`config.mk`:
```
export PLATFORM = sky130hd
export DESIGN_NAME = mux_arb_way_flat
export DESIGN_NICKNAME = d
export VERILOG_FILES = /design/src/rtl/mux_pkg.sv /design/src/rtl/mux_arb_way_if.sv /design/src/rtl/mux_arb_way_rr_arbiter.sv /design/src/rtl/mux_arb_way.sv /design/src/flat_wrapper.sv
export SDC_FILE = /design/constraint.sdc
export NUM_CORES = 1
export LEC_CHECK = 0
export CORE_ASPECT_RATIO = 1.1
export CORE_MARGIN = 4
export CORE_UTILIZATION = 25
export CTS_BUF_LIST = sky130_fd_sc_hd__clkbuf_16
export DETAILED_ROUTE_END_ITERATION = 12
export REMOVE_ABC_BUFFERS = 1
export SYNTH_ARGS = -nofsm -noshare
export SYNTH_HDL_FRONTEND = slang
export SYNTH_HIERARCHICAL = 1
export SYNTH_SLANG_ARGS = --single-unit
```
`constraint.sdc`:
```
create_clock -name clk -period 4.6 [get_ports clk]
set_input_delay 0.46 -clock clk [delete_from_list [all_inputs] [get_ports clk]]
set_output_delay 0.46 -clock clk [all_outputs]
set_load 0.005 [all_outputs]
```
`src/rtl/mux_pkg.sv`:
```
`default_nettype none
// ============================================================================
// Module   : mux_pkg
// Purpose  : Shared constants and helpers for the mux_arb_way block.
//            ARB_FIXED / ARB_RR select the arbitration policy; clog2 derives
//            the channel-index width from the number of ways.
// Ports    : none (package)
// Revision : 1.0 - initial release
// ============================================================================
package mux_pkg;

    localparam int ARB_FIXED = 0;
    localparam int ARB_RR    = 1;

    // Ceiling log2, usable in constant expressions (parameter derivation).
    function automatic int clog2(input int value);
        int result;
        int remain;
        result = 0;
        remain = value - 1;
        while (remain > 0) begin
            result = result + 1;
            remain = remain >> 1;
        end
        return result;
    endfunction

endpackage
`default_nettype wire

```
`src/rtl/mux_arb_way_if.sv`:
```
`default_nettype none
// ============================================================================
// Module   : mux_arb_way_if
// Purpose  : Bundles the producer-side channels and consumer-side output of
//            mux_arb_way.
//   in_data   [WAYS*WIDTH] channel i at [i*WIDTH +: WIDTH]
//   in_valid  [WAYS]       channel i presents a word
//   in_ready  [WAYS]       channel i word accepted this cycle
//   out_data  [WIDTH]      registered selected word
//   out_sel   [SEL_W]      index of channel that produced out_data
//   out_valid              out_data/out_sel hold a word
//   out_ready              consumer accepts the held word
// Modports : slave  - the mux itself
//            master - the surrounding producers/consumer
// Revision : 1.0 - initial release
// ============================================================================
interface mux_arb_way_if #(
    parameter int WIDTH = 16,
    parameter int WAYS  = 8
);
    import mux_pkg::*;

    localparam int SEL_W = clog2(WAYS);

    logic [WAYS*WIDTH-1:0] in_data;
    logic [WAYS-1:0]       in_valid;
    logic [WAYS-1:0]       in_ready;
    logic [WIDTH-1:0]      out_data;
    logic [SEL_W-1:0]      out_sel;
    logic                  out_valid;
    logic                  out_ready;

    modport slave (
        input  in_data,
        input  in_valid,
        input  out_ready,
        output in_ready,
        output out_data,
        output out_sel,
        output out_valid
    );

    modport master (
        output in_data,
        output in_valid,
        output out_ready,
        input  in_ready,
        input  out_data,
        input  out_sel,
        input  out_valid
    );

endinterface
`default_nettype wire

```
`src/rtl/mux_arb_way_rr_arbiter.sv`:
```
`default_nettype none
// ============================================================================
// Module   : rr_arbiter
// Purpose  : One-hot arbiter over WAYS requesters. MODE ARB_FIXED grants the
//            lowest requesting index; MODE ARB_RR searches from the channel
//            after the last served one and wraps.
//   clk, reset          clock, synchronous active-high reset
//   req       [WAYS]    request vector
//   advance             a grant was accepted this cycle; record it as `last`
//   grant     [WAYS]    one-hot grant (all zero when no request)
//   grant_idx [SEL_W]   binary index of the granted channel
// Revision : 1.0 - initial release
// ============================================================================
module rr_arbiter
    import mux_pkg::*;
#(
    parameter  int WAYS  = 8,
    parameter  int MODE  = ARB_RR,
    localparam int SEL_W = clog2(WAYS)
) (
    input  wire logic             clk,
    input  wire logic             reset,
    input  wire logic [WAYS-1:0]  req,
    input  wire logic             advance,
    output logic      [WAYS-1:0]  grant,
    output logic      [SEL_W-1:0] grant_idx
);

    // Index of the most recently served channel. Reset to WAYS-1 so the
    // first round-robin search begins at channel 0.
    logic [SEL_W-1:0] r_last;

    int               w_start;
    int               w_cand;
    logic             w_found;

    always_comb begin
        grant     = '0;
        grant_idx = '0;
        w_found   = 1'b0;
        w_cand    = 0;
        w_start   = 0;

        if (MODE == ARB_RR) begin
            w_start = (int'(r_last) == WAYS - 1) ? 0 : int'(r_last) + 1;
        end

        // Walk all channels once starting at w_start; first requester wins.
        for (int k = 0; k < WAYS; k++) begin
            w_cand = w_start + k;
            if (w_cand >= WAYS) begin
                w_cand = w_cand - WAYS;
            end
            if (!w_found && req[SEL_W'(w_cand)]) begin
                grant[SEL_W'(w_cand)] = 1'b1;
                grant_idx             = SEL_W'(w_cand);
                w_found               = 1'b1;
            end
        end
    end

    // A stalled grant leaves the pointer alone so the same channel keeps
    // priority until it is actually served.
    always_ff @(posedge clk) begin
        if (reset) begin
            r_last <= SEL_W'(WAYS - 1);
        end else if (advance) begin
            r_last <= grant_idx;
        end
    end

endmodule
`default_nettype wire

```
`src/rtl/mux_arb_way.sv`:
```
`default_nettype none
// ============================================================================
// Module   : mux_arb_way
// Purpose  : Registered WAYS-to-1 multiplexer with per-channel valid/ready
//            handshake and fixed-priority or round-robin arbitration.
//            A one-deep output register supports 1 word/cycle throughput.
//   clk       clock, all state updates on rising edge
//   reset     synchronous active-high reset, highest priority
//   bus       mux_arb_way_if.slave (channels in, selected word out)
// Revision : 1.0 - initial release
// ============================================================================
module mux_arb_way
    import mux_pkg::*;
#(
    parameter  int WIDTH = 16,
    parameter  int WAYS  = 8,
    parameter  int MODE  = ARB_RR,
    localparam int SEL_W = clog2(WAYS)
) (
    input wire logic      clk,
    input wire logic      reset,
    mux_arb_way_if.slave  bus
);

    logic [WIDTH-1:0] r_out_data;
    logic [SEL_W-1:0] r_out_sel;
    logic             r_out_valid;

    logic             w_load;
    logic             w_accept;
    logic [WAYS-1:0]  w_grant;
    logic [WAYS-1:0]  w_in_ready;
    logic [SEL_W-1:0] w_grant_idx;
    logic [WIDTH-1:0] w_masked [WAYS];
    logic [WIDTH-1:0] w_sel_data;

    // Output register is free, or is being drained this very cycle.
    assign w_load     = ~r_out_valid | bus.out_ready;
    assign w_in_ready = reset ? '0 : (w_grant & {WAYS{w_load}});
    assign w_accept   = |w_in_ready;

    rr_arbiter #(
        .WAYS (WAYS),
        .MODE (MODE)
    ) u_arbiter (
        .clk       (clk),
        .reset     (reset),
        .req       (bus.in_valid),
        .advance   (w_accept),
        .grant     (w_grant),
        .grant_idx (w_grant_idx)
    );

    // AND-OR select: grant is one-hot, so OR-ing masked channels yields the
    // granted word without a wide binary-indexed mux.
    generate
        for (genvar i = 0; i < WAYS; i++) begin : g_sel
            assign w_masked[i] = bus.in_data[i*WIDTH +: WIDTH] & {WIDTH{w_grant[i]}};
        end
    endgenerate

    always_comb begin
        w_sel_data = '0;
        for (int i = 0; i < WAYS; i++) begin
            w_sel_data = w_sel_data | w_masked[i];
        end
    end

    always_ff @(posedge clk) begin
        if (reset) begin
            r_out_data  <= '0;
            r_out_sel   <= '0;
            r_out_valid <= 1'b0;
        end else if (w_accept) begin
            r_out_data  <= w_sel_data;
            r_out_sel   <= w_grant_idx;
            r_out_valid <= 1'b1;
        end else if (bus.out_ready) begin
            // Drained with nothing new: data/sel keep their last values.
            r_out_valid <= 1'b0;
        end
    end

    assign bus.in_ready  = w_in_ready;
    assign bus.out_data  = r_out_data;
    assign bus.out_sel   = r_out_sel;
    assign bus.out_valid = r_out_valid;

endmodule
`default_nettype wire

```
`src/flat_wrapper.sv`:
```
// flat-port wrapper written by rule: the top's interface ports become plain ports
module mux_arb_way_flat import mux_pkg::*;
#(
    parameter  int WIDTH = 16,
    parameter  int WAYS  = 8,
    parameter  int MODE  = ARB_RR,
    localparam int SEL_W = clog2(WAYS)
)
  (clk, reset, bus_in_data, bus_in_valid, bus_out_ready, bus_in_ready, bus_out_data, bus_out_sel, bus_out_valid);
  mux_arb_way_if #(.WIDTH(WIDTH), .WAYS(WAYS)) bus_i ();
  input wire logic clk;
  input wire logic reset;
  input wire logic [$bits(bus_i.in_data)-1:0] bus_in_data;
  input wire logic [$bits(bus_i.in_valid)-1:0] bus_in_valid;
  input wire logic [$bits(bus_i.out_ready)-1:0] bus_out_ready;
  output wire logic [$bits(bus_i.in_ready)-1:0] bus_in_ready;
  output wire logic [$bits(bus_i.out_data)-1:0] bus_out_data;
  output wire logic [$bits(bus_i.out_sel)-1:0] bus_out_sel;
  output wire logic [$bits(bus_i.out_valid)-1:0] bus_out_valid;
  assign bus_i.in_data = bus_in_data;
  assign bus_i.in_valid = bus_in_valid;
  assign bus_i.out_ready = bus_out_ready;
  assign bus_in_ready = bus_i.in_ready;
  assign bus_out_data = bus_i.out_data;
  assign bus_out_sel = bus_i.out_sel;
  assign bus_out_valid = bus_i.out_valid;
  mux_arb_way #(.WIDTH(WIDTH), .WAYS(WAYS), .MODE(MODE)) u_core (.clk(clk), .reset(reset), .bus(bus_i));
endmodule
```
-- After elaboration in Yosys (flattened, before gate mapping)
Index checks and enable logic that the tools add are counted.
- register bits: 23
- bits of input ports: 139
- output and inout bits: 28
- logic and storage cells: 169
- add/sub/neg operators: 16
- order comparisons: 24
- eq/ne operators: 1
- muxes and demuxes: 75
- bitwise operators: 25
- reductions and logical operators: 24
- operators with widths (cell ; number):
    16-bit AND ; 8
    16-bit OR ; 7
    8-bit 2-to-1 mux ; 9
    8-bit OR ; 7
    3-bit 2-to-1 mux ; 16
    3-bit by 5-bit < comparator with 1-bit output (second input constant) ; 8
    5-bit by 4-bit >= comparator with 1-bit output (second input constant) ; 7
    1-bit 2-to-1 mux ; 33
    1-bit binary-select mux with 3-bit select ; 8
    1-bit demux with 3-bit select ; 8
    3-bit by 1-bit >= comparator with 1-bit output (second input constant) ; 8
    3-bit by 1-bit subtractor with 3-bit output (second input constant) ; 8
    4-bit by 3-bit adder with 5-bit output (second input constant) ; 4
    1-bit logical AND ; 15
    4-bit by 2-bit adder with 5-bit output (second input constant) ; 2
    8-bit AND ; 1
    8-bit OR reduction ; 1
    1-bit zero test ; 7
    4-bit by 1-bit adder with 5-bit output (second input constant) ; 1
    3-bit by 1-bit adder with 4-bit output (second input constant) ; 1
    4-bit >= comparator (second input constant) ; 1
    4-bit 2-to-1 mux ; 1
    3-bit by 1-bit equality test with 1-bit output (second input constant) ; 1
    2-bit nonzero test ; 1
    other kinds (2) ; 2

-- Longest topological paths before layout
- word-level depth: 37
- depth in mapped cells: 21
- mapped depth without buffers: 17

-- Hierarchy
Netlist, hierarchy kept.
- modules (own cells, without submodules) (module ; instances ; cells an instance ; area each (um^2) ; seq. area each (um^2)):
    mux_arb_way ; 1 ; 196 ; 1707.9 ; 400.4
    rr_arbiter ; 1 ; 184 ; 1497.7 ; 60.1

-- Worst setup path before layout
OpenSTA, ideal clock, no wires.
- kind: register -> register
- from: reg u_core.u_arbiter.r_last[0]
- to: reg u_core.u_arbiter.r_last[2]
- library setup time: 124 ps
- data arrival time: 4414 ps
- required time: 4476 ps
- path slack: 62 ps
- stages on the path, launching flop included: 22
- path buffers: 4
- clock period less this slack: 4538 ps
- cell sequence: dfxtp_1 > inv_1 > ha_1 > buf_2 > buf_2 > inv_1 > ha_1 > nor2_1 > mux4_1 > mux2_4 > or3_4 > nor4_1 > a31oi_1 > a2bb2oi_1 > buf_2 > nor4_4 > a221o_1 > buf_2 > inv_1 > inv_1 > nor4_1 > a21oi_1
- word-level cells in the longest chain between the ends: 32
- elaborated cells between the ends (all ways): 145
- classes of those cells: 16 x add/sub; 24 x order compare; 1 x eq/ne; 73 x mux; 8 x bitwise; 23 x reduce/logical
- RTL lines (element ; RTL line ; source):
    from (decl) ; mux_arb_way_rr_arbiter.sv:31 ; logic [SEL_W-1:0] r_last;
    from (signal assigned) ; mux_arb_way_rr_arbiter.sv:66 ; r_last <= SEL_W'(WAYS - 1);
    from (signal assigned) ; mux_arb_way_rr_arbiter.sv:68 ; r_last <= grant_idx;
    3-bit by 1-bit adder with 4-bit output / 3-bit by 1-bit equality test with 1-bit output (equally long branches) ; mux_arb_way_rr_arbiter.sv:45 ; w_start = (int'(r_last) == WAYS - 1) ? 0 : int'(r_last) + 1;
    4-bit 2-to-1 mux (*) ; mux_arb_way_rr_arbiter.sv:45 ;
    parallel branches: the longest is 26 deep, another holds 4-bit by 1-bit adder with 5-bit output ; -- ;
    8-bit 2-to-1 mux (*) ; mux_arb_way_rr_arbiter.sv:54 ; if (!w_found && req[SEL_W'(w_cand)]) begin
    named net u_core.w_grant[2] ; mux_arb_way.sv:31 ; logic [WAYS-1:0] w_grant;
    8-bit AND (*) ; mux_arb_way.sv:39 ; assign w_in_ready = reset ? '0 : (w_grant & {WAYS{w_load}});
    8-bit 2-to-1 mux (*) ; mux_arb_way.sv:39 ;
    8-bit OR reduction (*) ; mux_arb_way.sv:40 ; assign w_accept = |w_in_ready;
    named net u_core.w_accept ; mux_arb_way.sv:30 ; logic w_accept;
Mark *: on every way through the listed nets, which the timed path passes. The select of a mux whose other input is x is not followed.
A chain may end at the register's enable or synchronous reset.

-- Final worst setup path
- from: reg u_core.u_arbiter.r_last[1]
- to: out bus_in_ready[3]
- word-level cells in the longest chain between the ends: 31
- elaborated cells between the ends (all ways): 136
- classes of those cells: 16 x add/sub; 24 x order compare; 1 x eq/ne; 65 x mux; 8 x bitwise; 22 x reduce/logical
- RTL lines (element ; RTL line ; source):
    3-bit by 1-bit adder with 4-bit output / 3-bit by 1-bit equality test with 1-bit output (equally long branches) ; mux_arb_way_rr_arbiter.sv:45 ;
    4-bit 2-to-1 mux (*) ; mux_arb_way_rr_arbiter.sv:45 ;
    parallel branches: the longest is 26 deep, another holds 4-bit by 1-bit adder with 5-bit output ; -- ;
    8-bit 2-to-1 mux (*) ; mux_arb_way_rr_arbiter.sv:54 ;
    named net u_core.w_grant[3] ; mux_arb_way.sv:31 ;
    8-bit AND (*) ; mux_arb_way.sv:39 ;
    8-bit 2-to-1 mux (*) ; mux_arb_way.sv:39 ;
    to (decl) ; flat_wrapper.sv:16 ; output wire logic [$bits(bus_i.in_ready)-1:0] bus_in_ready;
Marked as above.

==> out/metrics.sh <==
FINAL_SETUP_VIOLATION_COUNT=0
DETAIL-ROUTE-ANTENNA-NETS=0
UNIQUE_CELL_TYPE_COUNT_IN_THE_YOSYS_NETLIST=56
TRITONCTS='done'
SYNTH_CELLS=380
RUN_STATUS='complete, no violations'
POST_SYNTHESIS_AREA_PER_INSTANCE_UM2=8.44
ACHIEVABLE-FREQUENCY_GHz=0.218
DETAILEDROUTE.FIRSTPASSITERATIONCOUNT=7
SYNTH_EDF_COUNT=0
DIE-AREA_UM2=14700
PEAKVDDDROP_mV=0.313
CRITICAL_PATH.TOP_DELAY_FAMILY='simple AND/OR/NAND/NOR gates'
SYN-CELL-AREA_UM2=3210
SYNTH_TOP_CELLS_BY_AREA='sky130_fd_sc_hd__a22oi_1 (15%), sky130_fd_sc_hd__dfxtp_1 (14%), sky130_fd_sc_hd__a41oi_1 (5.2%)'
CRIT_CELLS=13
MIN_DELAY_PATH_DEPTH=2
VIAS=4094
RR_STARTPOINT='u_core/u_arbiter/r_last[1]'
DPL_CELL_AREA_UM2=5250
FFS_W_ASYNC_S_R_SYNTH=0
GRT_USAGE=0.199
HOLD_PATH_CLASS='reg -> reg'
POSTSYNTHREGISTERBITS=23
CRITICAL_PATH.REG2REG.ENDPOINT='u_core/u_arbiter/r_last[2]'
STDCELL_COUNT=724
CRITICAL_PATH.MAX_STAGE_DELAY_NS=0.52
SYNTH_SEQUENTIAL_AREA_RATIO=0.144
CRIT_PATH_START_KIND='flip-flop'
CP.ARRIVAL_NS=4.12
TIMING.REG2REG.WORST_PATH_DEPTH=18
PLACE_INST=711
INITIAL_ANTENNA_VIOLATION_COUNT=0
FINAL.MIN_CLOCK_PERIOD_NS=4.58
POST_SYNTH_XOR_AREA_FRACTION=0.0109
SLEW_HEADROOM=0.538
HEIGHT_OF_THE_DIE_UM=127
RSZ0062_AT_GRT='true'
FINAL.SETUP.WORST_SLACK_NS=0.0232
START_UTIL=0.255
WL_PER_CELL_UM=21.3
FLOORPLAN.ROWS=43
PWR_DENSITY_CELL_nW_PER_UM2=763
WORSTPATHCELLLIST='ha_2, ha_2, buf_4, ha_1, nor2_2, mux4_2, mux2_4, or3_4, nor2_4, a31oi_1, a2bb2oi_4, and3_1, clkdlybuf4s50_1'
DRTITER0DRC=393
CLOCK_SINKS=23
SYNTHMUXAREASHARE=0.152
REG2REG_SETUP_SLACK_NS=0.28
CLK_ROOT_BUFFER_CELL='sky130_fd_sc_hd__clkbuf_16'
GRT_FIRST_PASS_WIRELENGTH_UM=23300
FIN_NETS=714
FINAL_AREA_UM2=5430
SYNTH_LARGEST_TYPE_AREA_FRACTION=0.152
FINAL_CLOCK_SKEW_NS=0.00149
GRT_MAX_DEGREE=28
CTS_INSERTED_BUFFERS=3
SYNTH_TOP_FAMILY_BY_AREA='compound AO/OA/AOI/OAI gates'
TIMING.FINAL.HOLD_VIOLATIONS=0
WIRELENGTH_UM=15400
H_TREE_LEVEL_COUNT=1
POWER.STATIC_LEAKAGE_nW=1.99
FIN_HOLD_WS_NS=0.534
CLK_LATENCY_NS=0.25
SYNTH_COMPOUND_GATE_AREA_SHARE=0.355
NUMBER_OF_BUFFERS_ON_THE_LONGEST_CLOCK_PATH=2
GRT_REMAINING_OVERFLOW=0
TIMING.CRITICAL_PATH.MODE_CELL='sky130_fd_sc_hd__ha_2'
POST-SYNTH-TOP-AREA-CELL='sky130_fd_sc_hd__a22oi_1'
AREA_GROWTH_PCT=69.3
IO_PINS=167
HPWL_UM=12300
CTS.REPORTEDPATHS.CLKPINSLEW_NS=0.06
CRITICAL-PATH-SLOWEST-CELL='sky130_fd_sc_hd__clkdlybuf4s50_1'
CRITPATHMAXFANOUT=7
SUM_OF_NEGATIVE_SETUP_SLACK_NS=0
WORST-SETUP-PATH-TYPE='reg -> out'
TOTAL_POWER_mW=4.14
GP_ROUTABILITY_CONGESTION=0.969
CP_NUM_BUF_INV=2
FIRST_GLOBAL_VIAS=4179
SYNTH_TOP_FLOP_CELL='sky130_fd_sc_hd__dfxtp_1'
WORST_PIN_SLEW_NS=0.690
MOST_USED_CELLS_IN_THE_LAYOUT_EXCLUDING_FILL_AND_TAP_CELLS='sky130_fd_sc_hd__clkdlybuf4s50_1 (166), sky130_fd_sc_hd__a22oi_1 (65), sky130_fd_sc_hd__buf_4 (57), sky130_fd_sc_hd__o21ai_0 (24), sky130_fd_sc_hd__dfxtp_1 (23)'
PORTBUFFERS=166
ANTENNA-DIODE-COUNT=0
POST_SYNTH_AND_OR_NAND_NOR_AREA_FRACTION=0.237
POST_ROUTE_CELLS_DRIVE_ABOVE_1_SHARE=0.166
SYNTHADDERAREAFRAC=0.0273
PRE_CTS_SLACK_NS=-0.0523
FINAL.PERIOD_UTILIZATION=0.995
HP-START='u_core/bus.out_data[2]'
WORST_HOLD_PATH.ENDPOINT='u_core/bus.out_data[2]'
YS.WARNINGS.COUNT=6
MAXSLEWVIOLCOUNT=0
DESIGN.CORE.AREA_UM2=12600
DRV_CAP=0
DIEWIDTH_UM=116
SETUP.WORST_PATH.END_CLASS='primary output'
WORSTPATHREQUIRED_NS=4.14
LAYOUT_COMMONEST_CELL='sky130_fd_sc_hd__clkdlybuf4s50_1'
POSTLAYOUTCOREUTIL=0.431
POST-ROUTE-DRC-COUNT=0
POST_DRT_VIA_CELL_RATIO=5.65
sequential cells by signal, indices dropped and copies added, names as in the netlist:
name	count
u_core/bus.out_sel	3
u_core/bus.out_valid	1
u_core/bus.out_data	16
u_core/u_arbiter/r_last	3
layer usage:
metal | routed length [µm] | GRT usage | part of all wire | up-vias
met3 | 894 | 0.0191 | 0.058 | 26
met5 | 0 | 0 | 0 | -
met2 | 7720 | 0.334 | 0.50 | 153
met4 | 379 | 0.0560 | 0.025 | 0
met1 | 6440 | 0.269 | 0.42 | 1968
li1 | - | - | - | 1947
how the worst max path moves through the flow:
stage / start / to
after CTS: u_core/u_arbiter/r_last[1] / bus_in_ready[3]
after detailed placement: u_core/u_arbiter/r_last[1] / bus_in_ready[3]
final: u_core/u_arbiter/r_last[1] / bus_in_ready[3]
after global placement: u_core/u_arbiter/r_last[0] / bus_in_ready[3]
after global routing: u_core/u_arbiter/r_last[0] / bus_in_ready[3]
after floorplan: u_core/u_arbiter/r_last[0] / u_core/u_arbiter/r_last[2]
kinds of logic after synthesis:
group	after synthesis
adders and majority gates	7
and+or+nand+nor	107
buffers and inverters	50
muxes	35
DFF	23
xor gates and xnor gates	4
AOI/OAI and AO/OA	154
what timing repair did:
action / in CTS / in global routing
setup buffers: 5 / 4
resized for setup: 4 / 6
hold endpoints to repair: 0 / 0
pin swaps: 4 / 3
hold buffers: 0 / 0
endpoints found under the setup margin: 7 / 10
synth_stat cells, drive strengths merged (10+ instances only):
cell type,instances
a41oi,19
mux2i,16
nor2,19
and4,16
and3,12
buf,19
nor4bb,16
a22oi,65
inv,10
dfxtp,23
clkbuf,21
o21ai,24
mux2,10
worst min-delay path: cells and delay by family, from the launching register on:
kind,cells,cell delay (ns)
compound gates,2,0.17
flops,1,0.34
report_power, final:
part | internal (mW) | switching, mW
combinational | 1.68 | 1.94
sequential | 0.278 | 0.0572
clock | 0.116 | 0.0708
total | 2.07 | 2.07
layout make-up:
| type | count | area [µm²] |
|---|---|---|
| clock inverters | 1 | 3.75 |
| multi-input cells | 307 | 2560 |
| inverters | 10 | 37.5 |
| clock buffers | 3 | 75.1 |
| repair buffers | 223 | 2090 |
| fillers | 1268 | 7160 |
| flip-flops and latches | 23 | 460 |
| well taps | 157 | 196 |
Note: power is estimated with default switching activity, not from simulation.
==> patch, RTL diff (same settings) <==
`WIDTH` is set to 16 in 3 places; all go to 32.
--- a/src/rtl/mux_arb_way_if.sv
+++ b/src/rtl/mux_arb_way_if.sv
@@ -15,7 +15,7 @@
 // Revision : 1.0 - initial release
 // ============================================================================
 interface mux_arb_way_if #(
-    parameter int WIDTH = 16,
+    parameter int WIDTH = 32,
     parameter int WAYS  = 8
 );
     import mux_pkg::*;
--- a/src/rtl/mux_arb_way.sv
+++ b/src/rtl/mux_arb_way.sv
@@ -12,7 +12,7 @@
 module mux_arb_way
     import mux_pkg::*;
 #(
-    parameter  int WIDTH = 16,
+    parameter  int WIDTH = 32,
     parameter  int WAYS  = 8,
     parameter  int MODE  = ARB_RR,
     localparam int SEL_W = clog2(WAYS)
--- a/src/flat_wrapper.sv
+++ b/src/flat_wrapper.sv
@@ -1,7 +1,7 @@
 // flat-port wrapper written by rule: the top's interface ports become plain ports
 module mux_arb_way_flat import mux_pkg::*;
 #(
-    parameter  int WIDTH = 16,
+    parameter  int WIDTH = 32,
     parameter  int WAYS  = 8,
     parameter  int MODE  = ARB_RR,
     localparam int SEL_W = clog2(WAYS)
Ports: changed (resized bus_in_data and bus_out_data); port bits go from 167 to 311. No check against the original RTL was run, so the function may have changed too.
==> patch against the unedited design <==
Final cell count rose by 52%; sequential cell count rose by 16; setup slack improved by 69 ps; total power rose by 31%; routed wire length rose by 72%; cell area rose by 58%; area after synthesis rose by 42%; largest cell class is now buffers; non-clock buffer count rose by 154; sequential power rose by 56%; synthesized cell count rose by 43%; core utilization rose by 5.0 points.
==> patch: results (changes against the unedited design) <==
| Metric | Value |
|---|---|
| Max FO, Critical Path | 12 (+5) |
| Vias in the first global route | 6,532 (+56%) |
| Clock skew | 5.83 ps (+4.33 ps) |
| Vias | 6,376 (+56%) |
| Count of unique library cells instantiated by Yosys | 58 (+3.6%) |
| Share of cells above drive strength 1 | 0.145 (-0.0206) |
| Port Buffers | 310 (+87%) |
| Post-DP Area | 0.00816 mm2 (+55%) |
| HPWL after DPL | 20,800 um (+69%) |
| First-pass GRT wire length | 38,300 um (+64%) |
| Worst-Margin Slew | 933 ps (+242 ps) |
| Crit path DAT | 4050 ps (-70 ps) |
| GPL Wtd Cong | 0.926 (-4.5%) |
| Cts bufs inserted | 5 (+2) |
| Diode count | 0 (unchanged) |
| GRT Total Usage | 0.243 (+0.0446) |
| Clock root buffer | clkbuf_16 |
| Synth area leaders | a22oi_1 (21%), dfxtp_1 (17%), nor4bb_1 (7.0%), a41oi_1 (6.3%), and4_1 (6.1%) |
| Via density | 5.80 (+2.6%) |
| Clock Latency Late Sink | 280 ps (+30 ps) |
| NumNets Final | 1,134 (+59%) |
| Predominant post-synthesis flop cell | dfxtp_1 |
| Ys async rst share | 0 (unchanged) |
| Outcome | completed |
| Htree depth | 2 (+1) |
| Number of synthesis warnings | 6 (unchanged) |
| Initial antenna violation count | 0 (unchanged) |
| Clock buffer depth | 2 (unchanged) |
| Largest net degree at the start of global routing | 42 (+50%) |
| Routed wire length | 26,600 um (+72%) |
| Sequential fraction of the synthesis area | 0.171 (+0.0275) |
| Static leakage | 3.01 nW (+51%) |
| Hold/Removal Path Class | reg2reg |
| Clock transition at the registers of the reported paths | 60 ps (about the same) |
| Cells after synthesis | 544 (+43%) |
| Max reg flops | 32 (+16) |
| Synth top cells by count | a22oi_1 (128), dfxtp_1 (39), a41oi_1 (33), and4_1 (32), nor4bb_1 (32) |
| TritonRoute pass-1 iters | 6 (-1) |
| Iter 0 DRT Violations | 569 (+45%) |
| Peak VDD IR | 0.475 mV (+52%) |
| Fillcell total | 1,688 (+33%) |
==> patch: cell type report <==
class	instances	area [um2]	area share
Clock inverter	3	67.6	0.00788
Tap cell	238	298	0.0347
Clock buffer	5	125	0.0146
Multi-Input combinational cell	427	3620	0.423
Inverter	10	37.5	0.00438
Timing Repair Buffer	377	3640	0.424
Sequential cell	39	783	0.0914
==> patch: worst paths after layout <==
check                                                        startpoint  depth (start not counted)                                      end  slack (ps)
worst max-delay path            u_core/u_arbiter/r_last[0]$_SDFFE_PP1P_                         11                          bus_in_ready[2]          90
worst min-delay path               u_core/bus.out_data[18]$_SDFFE_PP0P_                          2     u_core/bus.out_data[18]$_SDFFE_PP0P_         550
worst max register to register  u_core/u_arbiter/r_last[0]$_SDFFE_PP1P_                         19  u_core/u_arbiter/r_last[0]$_SDFFE_PP1P_         150
worst min register to register     u_core/bus.out_data[18]$_SDFFE_PP0P_                          2     u_core/bus.out_data[18]$_SDFFE_PP0P_         550
==> patch: cells by family (layout without fill, tap and decap cells) <==
| kind of cell | count (synthesis) | in the layout | synth area share |
|---|---|---|---|
| AND/OR/NAND/NOR | 133 | 133 | 0.223 |
| flip-flops | 39 | 39 | 0.171 |
| multiplexers | 33 | 33 | 0.100 |
| XOR/XNOR | 3 | 3 | 0.00576 |
| buffers and inverters | 78 | 395 | 0.0768 |
| adder cells (fa/ha/maj) | 7 | 7 | 0.0192 |
| AO/OA/AOI/OAI | 251 | 251 | 0.404 |
==> patch: layer usage <==
layer / wire (um) / GRT usage / vias up
met5: 0 / 0 / -
met3: 1880 / 0.0407 / 48
met1: 10200 / 0.293 / 3079
met4: 1060 / 0.0943 / 0
met2: 13500 / 0.429 / 319
li1: - / - / 2930
==> patch: where the power goes <==
part / internal [W] / total (W) / switching [W]
Combinational: 0.00199 / 0.00447 / 0.00247
Sequential: 0.000454 / 0.000523 / 0.0000694
Clock: 0.000311 / 0.000454 / 0.000144
==> patch: critical path, cell delays in order, from the launching register on <==
cell and delay (ps):
dfxtp_2 360, inv_1 80, ha_4 300, buf_12 150
mux2_2 390, mux4_2 490, or4_4 590, nor4_4 280
a221o_1 220, o22a_2 210, and3_1 180, clkdlybuf4s50_1 520
==> patch: metrics by stage <==
stage / worst slack [ps] / hold slack, ps
after floorplan: -2300 / 442
after global placement: 92.4 / 489
after detailed placement: 45.3 / 499
after CTS: -0.0293 / 548
after global routing: -82.4 / 574
final: 91.7 / 546
==> patch: what timing repair did <==
| item | in CTS | in global routing |
|---|---|---|
| setup buffers | 8 | 1 |
| cloned | 1 | 0 |
| endpoints found under the setup margin | 8 | 16 |
| pin swaps | 11 | 6 |
| resized for setup | 15 | 10 |
